`src/rtl/mmio_input_hub_pkg.sv`:
```
// Shared memory map for the MMIO input hub (addresses are also used by the assembler tests).
// Holds the I/O address constants, the button address table and small decode helpers.
// No logic state lives here.
package mmio_input_hub_pkg;

  localparam logic [31:0] ADDR_BTNC = 32'd1000;
  localparam logic [31:0] ADDR_OUT  = 32'd2000;
  localparam logic [31:0] ADDR_STAT = 32'd2001;
  localparam logic [31:0] ADDR_BTNL = 32'd3000;
  localparam logic [31:0] ADDR_BTNR = 32'd4000;
  localparam logic [31:0] ADDR_BTNU = 32'd5000;
  localparam logic [31:0] ADDR_BTND = 32'd6000;
  localparam logic [31:0] ADDR_SW   = 32'd7000;

  localparam int NUM_BTN = 5;

  // Index 0..4 = centre, left, right, up, down (same order as the button vector in the top).
  localparam logic [NUM_BTN-1:0][31:0] BTN_ADDRS =
    {ADDR_BTND, ADDR_BTNU, ADDR_BTNR, ADDR_BTNL, ADDR_BTNC};

  // True for any address owned by the I/O block; such accesses never reach RAM.
  function automatic logic is_io_addr(input logic [31:0] a);
    return (a == ADDR_BTNC) || (a == ADDR_OUT) || (a == ADDR_STAT) ||
           (a == ADDR_BTNL) || (a == ADDR_BTNR) || (a == ADDR_BTNU) ||
           (a == ADDR_BTND) || (a == ADDR_SW);
  endfunction

  // Status word layout: overflow at bit 15, entry count in the low byte.
  function automatic logic [31:0] stat_word(input logic ovf, input logic [7:0] cnt);
    return {16'b0, ovf, 7'b0, cnt};
  endfunction

endpackage

```
`src/rtl/mmio_input_hub_if.sv`:
```
// Bus bundle between the processor/RAM/VGA side and the MMIO input hub.
// slave = the hub, master = the environment driving processor, buttons and VGA ready.
// Pure wiring, no state.
interface mmio_input_hub_if;
  logic        btn_c, btn_l, btn_r, btn_u, btn_d;
  logic [3:0]  sw;
  logic [31:0] address_dmem;
  logic        wren;
  logic [31:0] data;
  logic [31:0] ram_q;
  logic [31:0] q_dmem;
  logic        ram_wren;
  logic [31:0] cmd_data;
  logic        cmd_valid;
  logic        cmd_ready;

  modport slave (
    input  btn_c, btn_l, btn_r, btn_u, btn_d, sw, address_dmem, wren, data, ram_q, cmd_ready,
    output q_dmem, ram_wren, cmd_data, cmd_valid
  );

  modport master (
    output btn_c, btn_l, btn_r, btn_u, btn_d, sw, address_dmem, wren, data, ram_q, cmd_ready,
    input  q_dmem, ram_wren, cmd_data, cmd_valid
  );
endinterface

```
`src/rtl/mmio_input_hub_cmd_fifo.sv`:
```
// Command FIFO: registered storage, combinational head read (zero when empty).
// Latency: a pushed word is visible at the head the cycle after the push.
// Backpressure: push while full is refused unless a pop happens in the same cycle.
module mmio_cmd_fifo #(
  parameter int DEPTH = 4,
  parameter int WIDTH = 32
) (
  input  logic                   clock,
  input  logic                   reset,
  input  logic                   push_i,
  input  logic [WIDTH-1:0]       push_dat_i,
  input  logic                   pop_i,
  output logic                   full_o,
  output logic                   empty_o,
  output logic [$clog2(DEPTH):0] count_o,
  output logic [WIDTH-1:0]       head_o
);
  localparam int AW = $clog2(DEPTH);
  localparam int CW = AW + 1;

  logic [CW-1:0]    wptr_q, wptr_d, rptr_q, rptr_d;
  logic [WIDTH-1:0] mem_q [DEPTH];
  logic             do_push, do_pop;

  // Extra pointer bit distinguishes full from empty when the indices match.
  assign count_o = wptr_q - rptr_q;
  assign full_o  = (count_o == CW'(DEPTH));
  assign empty_o = (wptr_q == rptr_q);
  assign do_pop  = pop_i & ~empty_o;
  assign do_push = push_i & (~full_o | do_pop);
  assign head_o  = empty_o ? '0 : mem_q[rptr_q[AW-1:0]];

  // Pointer advance for accepted push/pop.
  always_comb begin
    wptr_d = wptr_q;
    rptr_d = rptr_q;
    if (do_push) wptr_d = wptr_q + 1'b1;
    if (do_pop)  rptr_d = rptr_q + 1'b1;
  end

  // Pointer state; reset empties the queue.
  always_ff @(posedge clock or posedge reset) begin
    if (reset) begin
      wptr_q <= '0;
      rptr_q <= '0;
    end else begin
      wptr_q <= wptr_d;
      rptr_q <= rptr_d;
    end
  end

  // Entry storage; contents are don't-care until written, head is masked when empty.
  always_ff @(posedge clock) begin
    if (do_push) mem_q[wptr_q[AW-1:0]] <= push_dat_i;
  end
endmodule

```
`src/rtl/mmio_input_hub.sv`:
```
// MMIO stage: sticky button events, switch/status reads, store-to-FIFO for VGA, RAM/IO read mux.
// Latency: loads return one cycle later on both RAM and I/O paths.
// Backpressure: VGA drains via cmd_valid/cmd_ready; stores to a full FIFO are dropped and flagged.
module mmio_input_hub
  import mmio_input_hub_pkg::*;
#(
  parameter int FIFO_DEPTH = 4
) (
  input logic          clock,
  input logic          reset,
  mmio_input_hub_if.slave bus
);
  localparam int CW = $clog2(FIFO_DEPTH) + 1;

  logic [NUM_BTN-1:0] btn, btn_q, rise, rd_hit, pending_q, pending_d;
  logic               is_load, io_hit, btn_rd, btn_val, sw_rd, stat_rd, out_push, pop;
  logic               fifo_full, fifo_empty;
  logic [CW-1:0]      fifo_count;
  logic               overflow_q, overflow_d;
  logic               io_rd, last_ram_q;
  logic [31:0]        io_rdata_q, io_rdata_d;

  assign btn     = {bus.btn_d, bus.btn_u, bus.btn_r, bus.btn_l, bus.btn_c};
  assign is_load = ~bus.wren;
  assign io_hit  = is_io_addr(bus.address_dmem);
  assign bus.ram_wren = bus.wren & ~io_hit;

  // Per-button slice: a rise sets the flag, a load clears it; a rise wins over a same-cycle clear.
  for (genvar i = 0; i < NUM_BTN; i++) begin : g_btn
    assign rise[i]      = btn[i] & ~btn_q[i];
    assign rd_hit[i]    = is_load & (bus.address_dmem == BTN_ADDRS[i]);
    assign pending_d[i] = (pending_q[i] & ~rd_hit[i]) | rise[i];
  end

  assign btn_rd   = |rd_hit;
  assign btn_val  = |(pending_q & rd_hit);
  assign sw_rd    = is_load & (bus.address_dmem == ADDR_SW);
  assign stat_rd  = is_load & (bus.address_dmem == ADDR_STAT);
  assign out_push = bus.wren & (bus.address_dmem == ADDR_OUT);
  assign pop      = ~fifo_empty & bus.cmd_ready;

  mmio_cmd_fifo #(.DEPTH(FIFO_DEPTH), .WIDTH(32)) u_fifo (
    .clock      (clock),
    .reset      (reset),
    .push_i     (out_push),
    .push_dat_i (bus.data),
    .pop_i      (pop),
    .full_o     (fifo_full),
    .empty_o    (fifo_empty),
    .count_o    (fifo_count),
    .head_o     (bus.cmd_data)
  );
  assign bus.cmd_valid = ~fifo_empty;

  // Sticky overflow: set by a dropped store, cleared by a status read.
  always_comb begin
    overflow_d = overflow_q;
    if (stat_rd) overflow_d = 1'b0;
    if (out_push & fifo_full & ~pop) overflow_d = 1'b1;
  end

  // I/O read data selection for the load in this cycle.
  always_comb begin
    io_rd      = 1'b0;
    io_rdata_d = '0;
    if (btn_rd) begin
      io_rd      = 1'b1;
      io_rdata_d = {31'b0, btn_val};
    end else if (sw_rd) begin
      io_rd      = 1'b1;
      io_rdata_d = {28'b0, bus.sw};
    end else if (stat_rd) begin
      io_rd      = 1'b1;
      io_rdata_d = stat_word(overflow_q, 8'(fifo_count));
    end
  end

  // Edge, pending, overflow and read-path registers.
  always_ff @(posedge clock or posedge reset) begin
    if (reset) begin
      btn_q      <= '0;
      pending_q  <= '0;
      overflow_q <= 1'b0;
      io_rdata_q <= '0;
      last_ram_q <= 1'b0;
    end else begin
      btn_q      <= btn;
      pending_q  <= pending_d;
      overflow_q <= overflow_d;
      io_rdata_q <= io_rdata_d;
      last_ram_q <= ~io_rd;
    end
  end

  // RAM data already arrives one cycle late, so it bypasses the register.
  assign bus.q_dmem = last_ram_q ? bus.ram_q : io_rdata_q;
endmodule

```
`src/flat_wrapper.sv`:
```
// flat-port wrapper written by rule: the top's interface ports become plain ports
module mmio_input_hub_flat import mmio_input_hub_pkg::*;
#(
  parameter int FIFO_DEPTH = 4
)
  (clock, reset, bus_btn_c, bus_btn_l, bus_btn_r, bus_btn_u, bus_btn_d, bus_sw, bus_address_dmem, bus_wren, bus_data, bus_ram_q, bus_cmd_ready, bus_q_dmem, bus_ram_wren, bus_cmd_data, bus_cmd_valid);
  mmio_input_hub_if bus_i ();
  input logic clock;
  input logic reset;
  input wire logic [$bits(bus_i.btn_c)-1:0] bus_btn_c;
  input wire logic [$bits(bus_i.btn_l)-1:0] bus_btn_l;
  input wire logic [$bits(bus_i.btn_r)-1:0] bus_btn_r;
  input wire logic [$bits(bus_i.btn_u)-1:0] bus_btn_u;
  input wire logic [$bits(bus_i.btn_d)-1:0] bus_btn_d;
  input wire logic [$bits(bus_i.sw)-1:0] bus_sw;
  input wire logic [$bits(bus_i.address_dmem)-1:0] bus_address_dmem;
  input wire logic [$bits(bus_i.wren)-1:0] bus_wren;
  input wire logic [$bits(bus_i.data)-1:0] bus_data;
  input wire logic [$bits(bus_i.ram_q)-1:0] bus_ram_q;
  input wire logic [$bits(bus_i.cmd_ready)-1:0] bus_cmd_ready;
  output wire logic [$bits(bus_i.q_dmem)-1:0] bus_q_dmem;
  output wire logic [$bits(bus_i.ram_wren)-1:0] bus_ram_wren;
  output wire logic [$bits(bus_i.cmd_data)-1:0] bus_cmd_data;
  output wire logic [$bits(bus_i.cmd_valid)-1:0] bus_cmd_valid;
  assign bus_i.btn_c = bus_btn_c;
  assign bus_i.btn_l = bus_btn_l;
  assign bus_i.btn_r = bus_btn_r;
  assign bus_i.btn_u = bus_btn_u;
  assign bus_i.btn_d = bus_btn_d;
  assign bus_i.sw = bus_sw;
  assign bus_i.address_dmem = bus_address_dmem;
  assign bus_i.wren = bus_wren;
  assign bus_i.data = bus_data;
  assign bus_i.ram_q = bus_ram_q;
  assign bus_i.cmd_ready = bus_cmd_ready;
  assign bus_q_dmem = bus_i.q_dmem;
  assign bus_ram_wren = bus_i.ram_wren;
  assign bus_cmd_data = bus_i.cmd_data;
  assign bus_cmd_valid = bus_i.cmd_valid;
  mmio_input_hub #(.FIFO_DEPTH(FIFO_DEPTH)) u_core (.clock(clock), .reset(reset), .bus(bus_i));
endmodule
```
`config.mk`:
```
export PLATFORM = sky130hd
export DESIGN_NAME = mmio_input_hub_flat
export DESIGN_NICKNAME = d
export VERILOG_FILES = /design/src/rtl/mmio_input_hub_pkg.sv /design/src/rtl/mmio_input_hub_if.sv /design/src/rtl/mmio_input_hub_cmd_fifo.sv /design/src/rtl/mmio_input_hub.sv /design/src/flat_wrapper.sv
export SDC_FILE = /design/constraint.sdc
export NUM_CORES = 1
export LEC_CHECK = 0
export BUFFER_PORTS_ARGS = -buffer_cell sky130_fd_sc_hd__buf_2
export CORE_MARGIN = 8
export CORE_UTILIZATION = 48
export DETAILED_ROUTE_END_ITERATION = 12
export GPL_ROUTABILITY_DRIVEN = 0
export GPL_TIMING_DRIVEN = 1
export PLACE_DENSITY = 0.77
export RECOVER_POWER = 50
export SKIP_LAST_GASP = 1
export SYNTH_ARGS = -nofsm -noshare
export SYNTH_HDL_FRONTEND = slang
export SYNTH_HIERARCHICAL = 1
export SYNTH_SLANG_ARGS = --single-unit
```
`constraint.sdc`:
```
create_clock -name clock -period 2.9 [get_ports clock]
set_input_delay 0.145 -clock clock [delete_from_list [all_inputs] [get_ports clock]]
set_output_delay 0.145 -clock clock [all_outputs]
set_load 0.02 [all_outputs]
```
==> results.sh, run 1 <==
export IMPL_outcome="completed"
export IMPL_worstPathMaxFanout=4
export IMPL_core_um2=13300
export IMPL_max_cap_violations=0
export IMPL_place_area_um2=7767
export IMPL_drive_gt1_frac=0.3407
export IMPL_synth_top_area_share=0.5850
export IMPL_skew_ps=10.01
export IMPL_yosys_area_top_type="edfxtp_1"
export IMPL_clkLatencyLatePin_ps=420
export IMPL_ys_flop_type="edfxtp_1"
export IMPL_power_mw=6.660
export IMPL_timing_hold_ws_ps=123.9
export IMPL_cts_htree_levels=4
export IMPL_peakVddDrop_mv=0.6718
export IMPL_cts_sinks=151
export IMPL_antenna_found_initial=0
export IMPL_min_period_over_period=0.9351
export IMPL_cts_tree="yes"
export IMPL_fmax_mhz=368.7
export IMPL_p_leak_nw=3.215
export IMPL_final_cell_area_um2=8663
export IMPL_syn_cell_area_um2=6570
export IMPL_yosys_warnings=6
export IMPL_vias_per_cell=5.472
export IMPL_clock_root_buffer="clkbuf_16"
export IMPL_synth_most_common_cell="edfxtp_1"
export IMPL_setup_tns_ps=0
export IMPL_seq_area_um2=4422
export IMPL_critPathKind="flip-flop to flip-flop"
export IMPL_grt_pass1_wl_um=26290
export IMPL_die_h_um=133.0
export IMPL_utilization=0.6516
export IMPL_critPathArrivalTime_ps=3050
export IMPL_slew_headroom=0.4975
export IMPL_multi_input_comb_area_um2=1991
export IMPL_post_cts_setup_buffer_count=0
export IMPL_first_pass_iters=4
export IMPL_syn_inst=391
export IMPL_synth_seq_cells=151
export IMPL_ys_seq_area_frac=0.6726
export IMPL_nets=741
export IMPL_start_util=0.4942
export IMPL_synth_top_cells_by_count="edfxtp_1 (128), nor2b_1 (36), mux4_2 (32)"
export IMPL_clk_path_buf_depth=2
export IMPL_finalSetupViolCount=0
export IMPL_hp_class="primary input to flip-flop"
export IMPL_drv_slew=0
export IMPL_start_kind="flip-flop"
export IMPL_num_vias=4449
export IMPL_num_rows=42
export IMPL_ant_nets=0
export IMPL_grt_use_total=0.1938
export IMPL_cts_made_buffers=17
export IMPL_ys_types=59
export IMPL_n_fill_cell=979
export IMPL_critPathCaptureType="flip-flop"
export IMPL_synth_edf_count=128
export IMPL_die_area_um2=17690
export IMPL_p_clk_frac=0.315
export IMPL_period_minus_slack_ps=2712
export IMPL_p_sw_frac=0.3128
export IMPL_clkTransAtPathRegs_ps=60
export IMPL_wl_um=16770
export IMPL_rsz0062_at_grt="false"
export IMPL_area_growth_pct=31.86
export IMPL_dpl_hpwl_um=11580
export IMPL_routedWlPerCell_um=20.63
export IMPL_p_comb_frac=0.323
export IMPL_overflow=0
export IMPL_yosys_top_cells_area="edfxtp_1 (59%), mux4_2 (11%), dfrtp_1 (8.8%)"
export IMPL_num_io_pins=175
export IMPL_diodes=0
export IMPL_syn_area_per_cell_um2=16.80
export IMPL_seqPwrFrac=0.363
export IMPL_drc_errors=0
export IMPL_drt_initial_drc_count=255
export IMPL_async_flop_share=0.1523
export IMPL_worst_slew_pin_transition_ps=746.9
export IMPL_grt_start_max_net_pins=35
export IMPL_synth_nets=508
export IMPL_internal_power_mw=4.577
export IMPL_grt_pass1_vias=4870
export IMPL_p_switching_mw=2.084
export IMPL_io_buffer_count=174
export IMPL_p_per_area_nw_per_um2=768.8
export IMPL_hold_viol=0
export IMPL_die_w_um=133.0
export IMPL_required_ps=3240
-- final timing paths --
kind,slack [ps],cells after the start,from,end
min in group asynchronous,190,3,reset,u_core/u_fifo/rptr_q[1]
min,120,3,bus_address_dmem[0],u_core/io_rdata_q[15]
max,190,9,u_core/u_fifo/wptr_q[0],u_core/overflow_q
max in group asynchronous,2100,3,reset,u_core/io_rdata_q[0]
min reg2reg,420,1,u_core/btn_q[2],u_core/pending_q[2]
max reg2reg,190,9,u_core/u_fifo/wptr_q[0],u_core/overflow_q
-- layer usage --
| layer | track usage | vias up | part of all wire |
|---|---|---|---|
| met1 | 0.2051 | 2185 | 0.37 |
| li1 | - | 1987 | - |
| met4 | 0.1009 | 0 | 0.033 |
| met2 | 0.3343 | 244 | 0.51 |
| met5 | 0 | - | 0 |
| met3 | 0.06775 | 33 | 0.084 |
-- layout make-up --
| type | instances | area share |
|---|---|---|
| clock buffer | 21 | 0.05084 |
| clock inverter | 11 | 0.01444 |
| inverter | 21 | 0.009532 |
| multi-input combinational | 202 | 0.2298 |
| sequential | 151 | 0.5104 |
| tap | 176 | 0.02542 |
| timing repair buffer | 231 | 0.1596 |
-- power by group through the flow --
stage	logic [mW]	clock network, mW	registers [mW]
floorplan	1.50	0	2.45
global placement	2.14	0	2.46
detailed placement	2.15	0	2.46
CTS	2.21	2.12	2.42
global route	2.33	2.23	2.42
finish	2.15	2.10	2.42
-- stage by stage --
stage / setup WS, ps / std cells
2_1_floorplan: 0.5320 / 391
3_3_place_gp: 100.7 / 740
3_5_place_dp: 36.53 / 740
4_1_cts: 0.9965 / 813
5_1_grt: 58.88 / 813
6_report: 188.1 / 813
-- sequential cells by signal, indices dropped and copies added (netlist names) --
| name | count |
|---|---|
| u_core/u_fifo/rptr_q | 3 |
| u_core/pending_q | 5 |
| u_core/last_ram_q | 1 |
| u_core/u_fifo/wptr_q | 3 |
| u_core/btn_q | 5 |
| u_core/u_fifo/mem_q | 128 |
| u_core/overflow_q | 1 |
| u_core/io_rdata_q | 5 |
-- worst max-delay path: stages, from the launching register on --
cell and delay [ps]:
dfrtp_1 370, inv_1 120, ha_1 230, fa_1 370, xor3_2 250, nand3_2 90, inv_2 80, or4b_2 570
or4_1 410, a21oi_1 140
-- cell families after synthesis --
logic type / count (synthesis) / synth area share
DFF: 151 / 0.6726
and+or+nand+nor: 125 / 0.1240
muxes: 39 / 0.1223
buffers and inverters: 38 / 0.02380
AOI/OAI and AO/OA: 24 / 0.03047
adders and majority gates: 8 / 0.01638
xor gates and xnor gates: 6 / 0.01047
-- cells in the final DEF, fill, tap and decap left out, types with 11 or more instances in the layout --
| cell | n |
|---|---|
| clkbuf_16 | 17 |
| clkbuf_1 | 57 |
| nor2b_1 | 36 |
| and2_1 | 25 |
| nor4_1 | 11 |
| dfrtp_1 | 21 |
| inv_1 | 19 |
| mux4_2 | 32 |
| buf_4 | 11 |
| edfxtp_1 | 128 |
| buf_2 | 122 |
| dlygate4sd3_1 | 41 |
-- what timing repair did --
| item | 4_1_cts | 5_1_grt |
|---|---|---|
| hold endpoints to repair | 163 | 0 |
| hold buffers | 41 | 0 |
| resized for setup | 0 | 1 |
| setup endpoints to repair | 0 | 1 |
No activity file was read; power rests on OpenSTA's default activity.
==> run 2, diff against run 1 <==
==> constraint.sdc (replaced) <==
create_clock -name clock -period 2.9 [get_ports clock]
set_input_delay 0.435 -clock clock [delete_from_list [all_inputs] [get_ports clock]]
set_output_delay 0.435 -clock clock [all_outputs]
set_load 0.02 [all_outputs]
==> run 2 against run 1 <==
- final area fell by 4.2%
- non-clock buffer count fell by 38
- flip-flop and latch count unchanged
- final cell count shrank 4.8%
==> results.sh, run 2 (same netlist as run 1, synthesis figures left out) <==
export IMPL_cts_sinks=151
export IMPL_finalSetupViolCount=0
export IMPL_whs_path_depth=1
export IMPL_clkTransAtPathRegs_ps=60
export IMPL_first_pass_iters=5
export IMPL_mostFrequentLayoutCell="edfxtp_1"
export IMPL_cpPeakStageDelay_ps=570
export IMPL_timing_hold_ws_ps=154.8
export IMPL_crit_chain="inv_1, ha_1, fa_1, xor3_2, nand3_2, inv_2, or4b_2, or4_1, a21oi_1"
export IMPL_placed_cells=742
export IMPL_p_switching_mw=2.066
export IMPL_grt_start_max_net_pins=35
export IMPL_peakVddDrop_mv=0.6265
export IMPL_outcome="completed"
export IMPL_worstHoldEndpoint="u_core/btn_q[1]"
export IMPL_critPathKind="flip-flop to flip-flop"
export IMPL_wl_um=16530
export IMPL_die_h_um=133.0
export IMPL_num_vias=4302
export IMPL_drive_gt1_frac=0.3629
export IMPL_die_area_um2=17690
export IMPL_cts_htree_levels=4
export IMPL_period_minus_slack_ps=2736
export IMPL_core_um2=13300
export IMPL_cp_top_family="simple AND/OR/NAND/NOR gates"
export IMPL_critPathCaptureType="flip-flop"
export IMPL_drt_initial_drc_count=269
export IMPL_p_leak_nw=3.069
export IMPL_crit_slowest_cell="or4b_2"
export IMPL_start_kind="flip-flop"
export IMPL_ctsResizeCount=0
export IMPL_p_clk_frac=0.305
export IMPL_diodes=0
export IMPL_num_rows=42
export IMPL_worstPathMaxFanout=4
export IMPL_cts_made_buffers=17
export IMPL_seqPwrFrac=0.371
export IMPL_dpl_hpwl_um=12030
export IMPL_rsz0062_at_grt="false"
export IMPL_ant_nets=0
export IMPL_cts_tree="yes"
export IMPL_power_mw=6.512
export IMPL_crit_buf_inv=2
export IMPL_antenna_found_initial=0
export IMPL_clk_path_buf_depth=2
export IMPL_internal_power_mw=4.446
export IMPL_nets=703
export IMPL_grt_use_total=0.1930
export IMPL_routedWlPerCell_um=21.36
export IMPL_stdcell_count=774
export IMPL_min_period_over_period=0.9435
export IMPL_p_per_area_nw_per_um2=784.6
export IMPL_io_buffer_count=174
export IMPL_worst_slew_pin_transition_ps=745.0
export IMPL_drv_slew=0
export IMPL_p_sw_frac=0.3173
export IMPL_clkLatencyLatePin_ps=420
export IMPL_largest_reg_flops=128
export IMPL_overflow=0
export IMPL_fmax_mhz=365.5
export IMPL_clock_root_buffer="clkbuf_16"
export IMPL_start_util=0.4942
export IMPL_final_cell_mix="edfxtp_1 (128), buf_2 (121), clkbuf_1 (57)"
export IMPL_slew_headroom=0.5033
export IMPL_skew_ps=8.813
export IMPL_grt_pass1_vias=4607
export IMPL_critPathArrivalTime_ps=3070
export IMPL_reg2reg_depth=9
export IMPL_min_delay_start="bus_btn_l"
export IMPL_hp_class="primary input to flip-flop"
export IMPL_rrSetupSlack_ps=160
export IMPL_hold_viol=0
export IMPL_setup_tns_ps=0
export IMPL_required_ps=3240
export IMPL_max_cap_violations=0
export IMPL_area_growth_pct=26.34
export IMPL_r2r_end="u_core/overflow_q"
export IMPL_grt_pass1_wl_um=25820
export IMPL_drc_errors=0
export IMPL_num_io_pins=175
export IMPL_r2r_start="u_core/u_fifo/wptr_q[0]"
export IMPL_vias_per_cell=5.558
export IMPL_die_w_um=133.0
export IMPL_p_comb_frac=0.324
## run 2: repair_timing
action / 4_1_cts / 5_1_grt
hold buffers: 1 / 0
setup endpoints to repair: 1 / 0
setup buffers: 0 / 0
hold endpoints to repair: 6 / 0
## run 2: metal layers
metal	up-vias	share of wire	GRT usage
met5	-	0	0
met4	0	0.038	0.09968
met3	35	0.085	0.05942
met2	257	0.50	0.3289
met1	2095	0.37	0.2134
li1	1915	-	-
## run 2: layout make-up
cell class	count	area, µm²
fillers	977	4995
flip-flops and latches	151	4422
multi-input cells	202	1998
repair buffers	193	1042
clock buffers	19	432.9
well taps	176	220.2
clock inverters	12	102.6
inverters	21	82.58
## run 2: worst reg2reg max path: stages, from the launching register on
cell and delay, ps:
dfrtp_1 370, inv_1 110, ha_1 230, fa_1 370, xor3_2 240, nand3_2 110
inv_2 90, or4b_2 570, or4_1 420, a21oi_1 150
## run 2: power groups by stage
stage	Sequential, mW	Clock (mW)	Combinational, mW
3_3_place_gp	2.46	0	2.14
3_5_place_dp	2.46	0	2.16
2_1_floorplan	2.45	0	1.50
6_report	2.42	1.98	2.11
4_1_cts	2.42	2.03	2.17
5_1_grt	2.42	2.12	2.27
## run 2: through the flow
step	util	instance area [µm²]	setup slack [ps]
3_3_place_gp	0.5891	7833	95.43
2_1_floorplan	-	6584	0.5320
4_1_cts	0.6302	8378	144.3
3_5_place_dp	0.5891	7833	26.94
5_1_grt	0.6243	8300	52.94
6_report	0.6243	8300	163.9
## run 2: worst max path at each step
stage,from,to,depth (start not counted)
6_report,u_core/u_fifo/wptr_q[0],u_core/overflow_q,9
5_1_grt,u_core/u_fifo/wptr_q[0],u_core/overflow_q,9
4_1_cts,u_core/u_fifo/rptr_q[0],bus_cmd_data[2],4
3_5_place_dp,u_core/u_fifo/wptr_q[0],u_core/overflow_q,9
3_3_place_gp,u_core/u_fifo/wptr_q[0],u_core/overflow_q,9
2_1_floorplan,u_core/u_fifo/rptr_q[1],u_core/u_fifo/mem_q[3][0],11
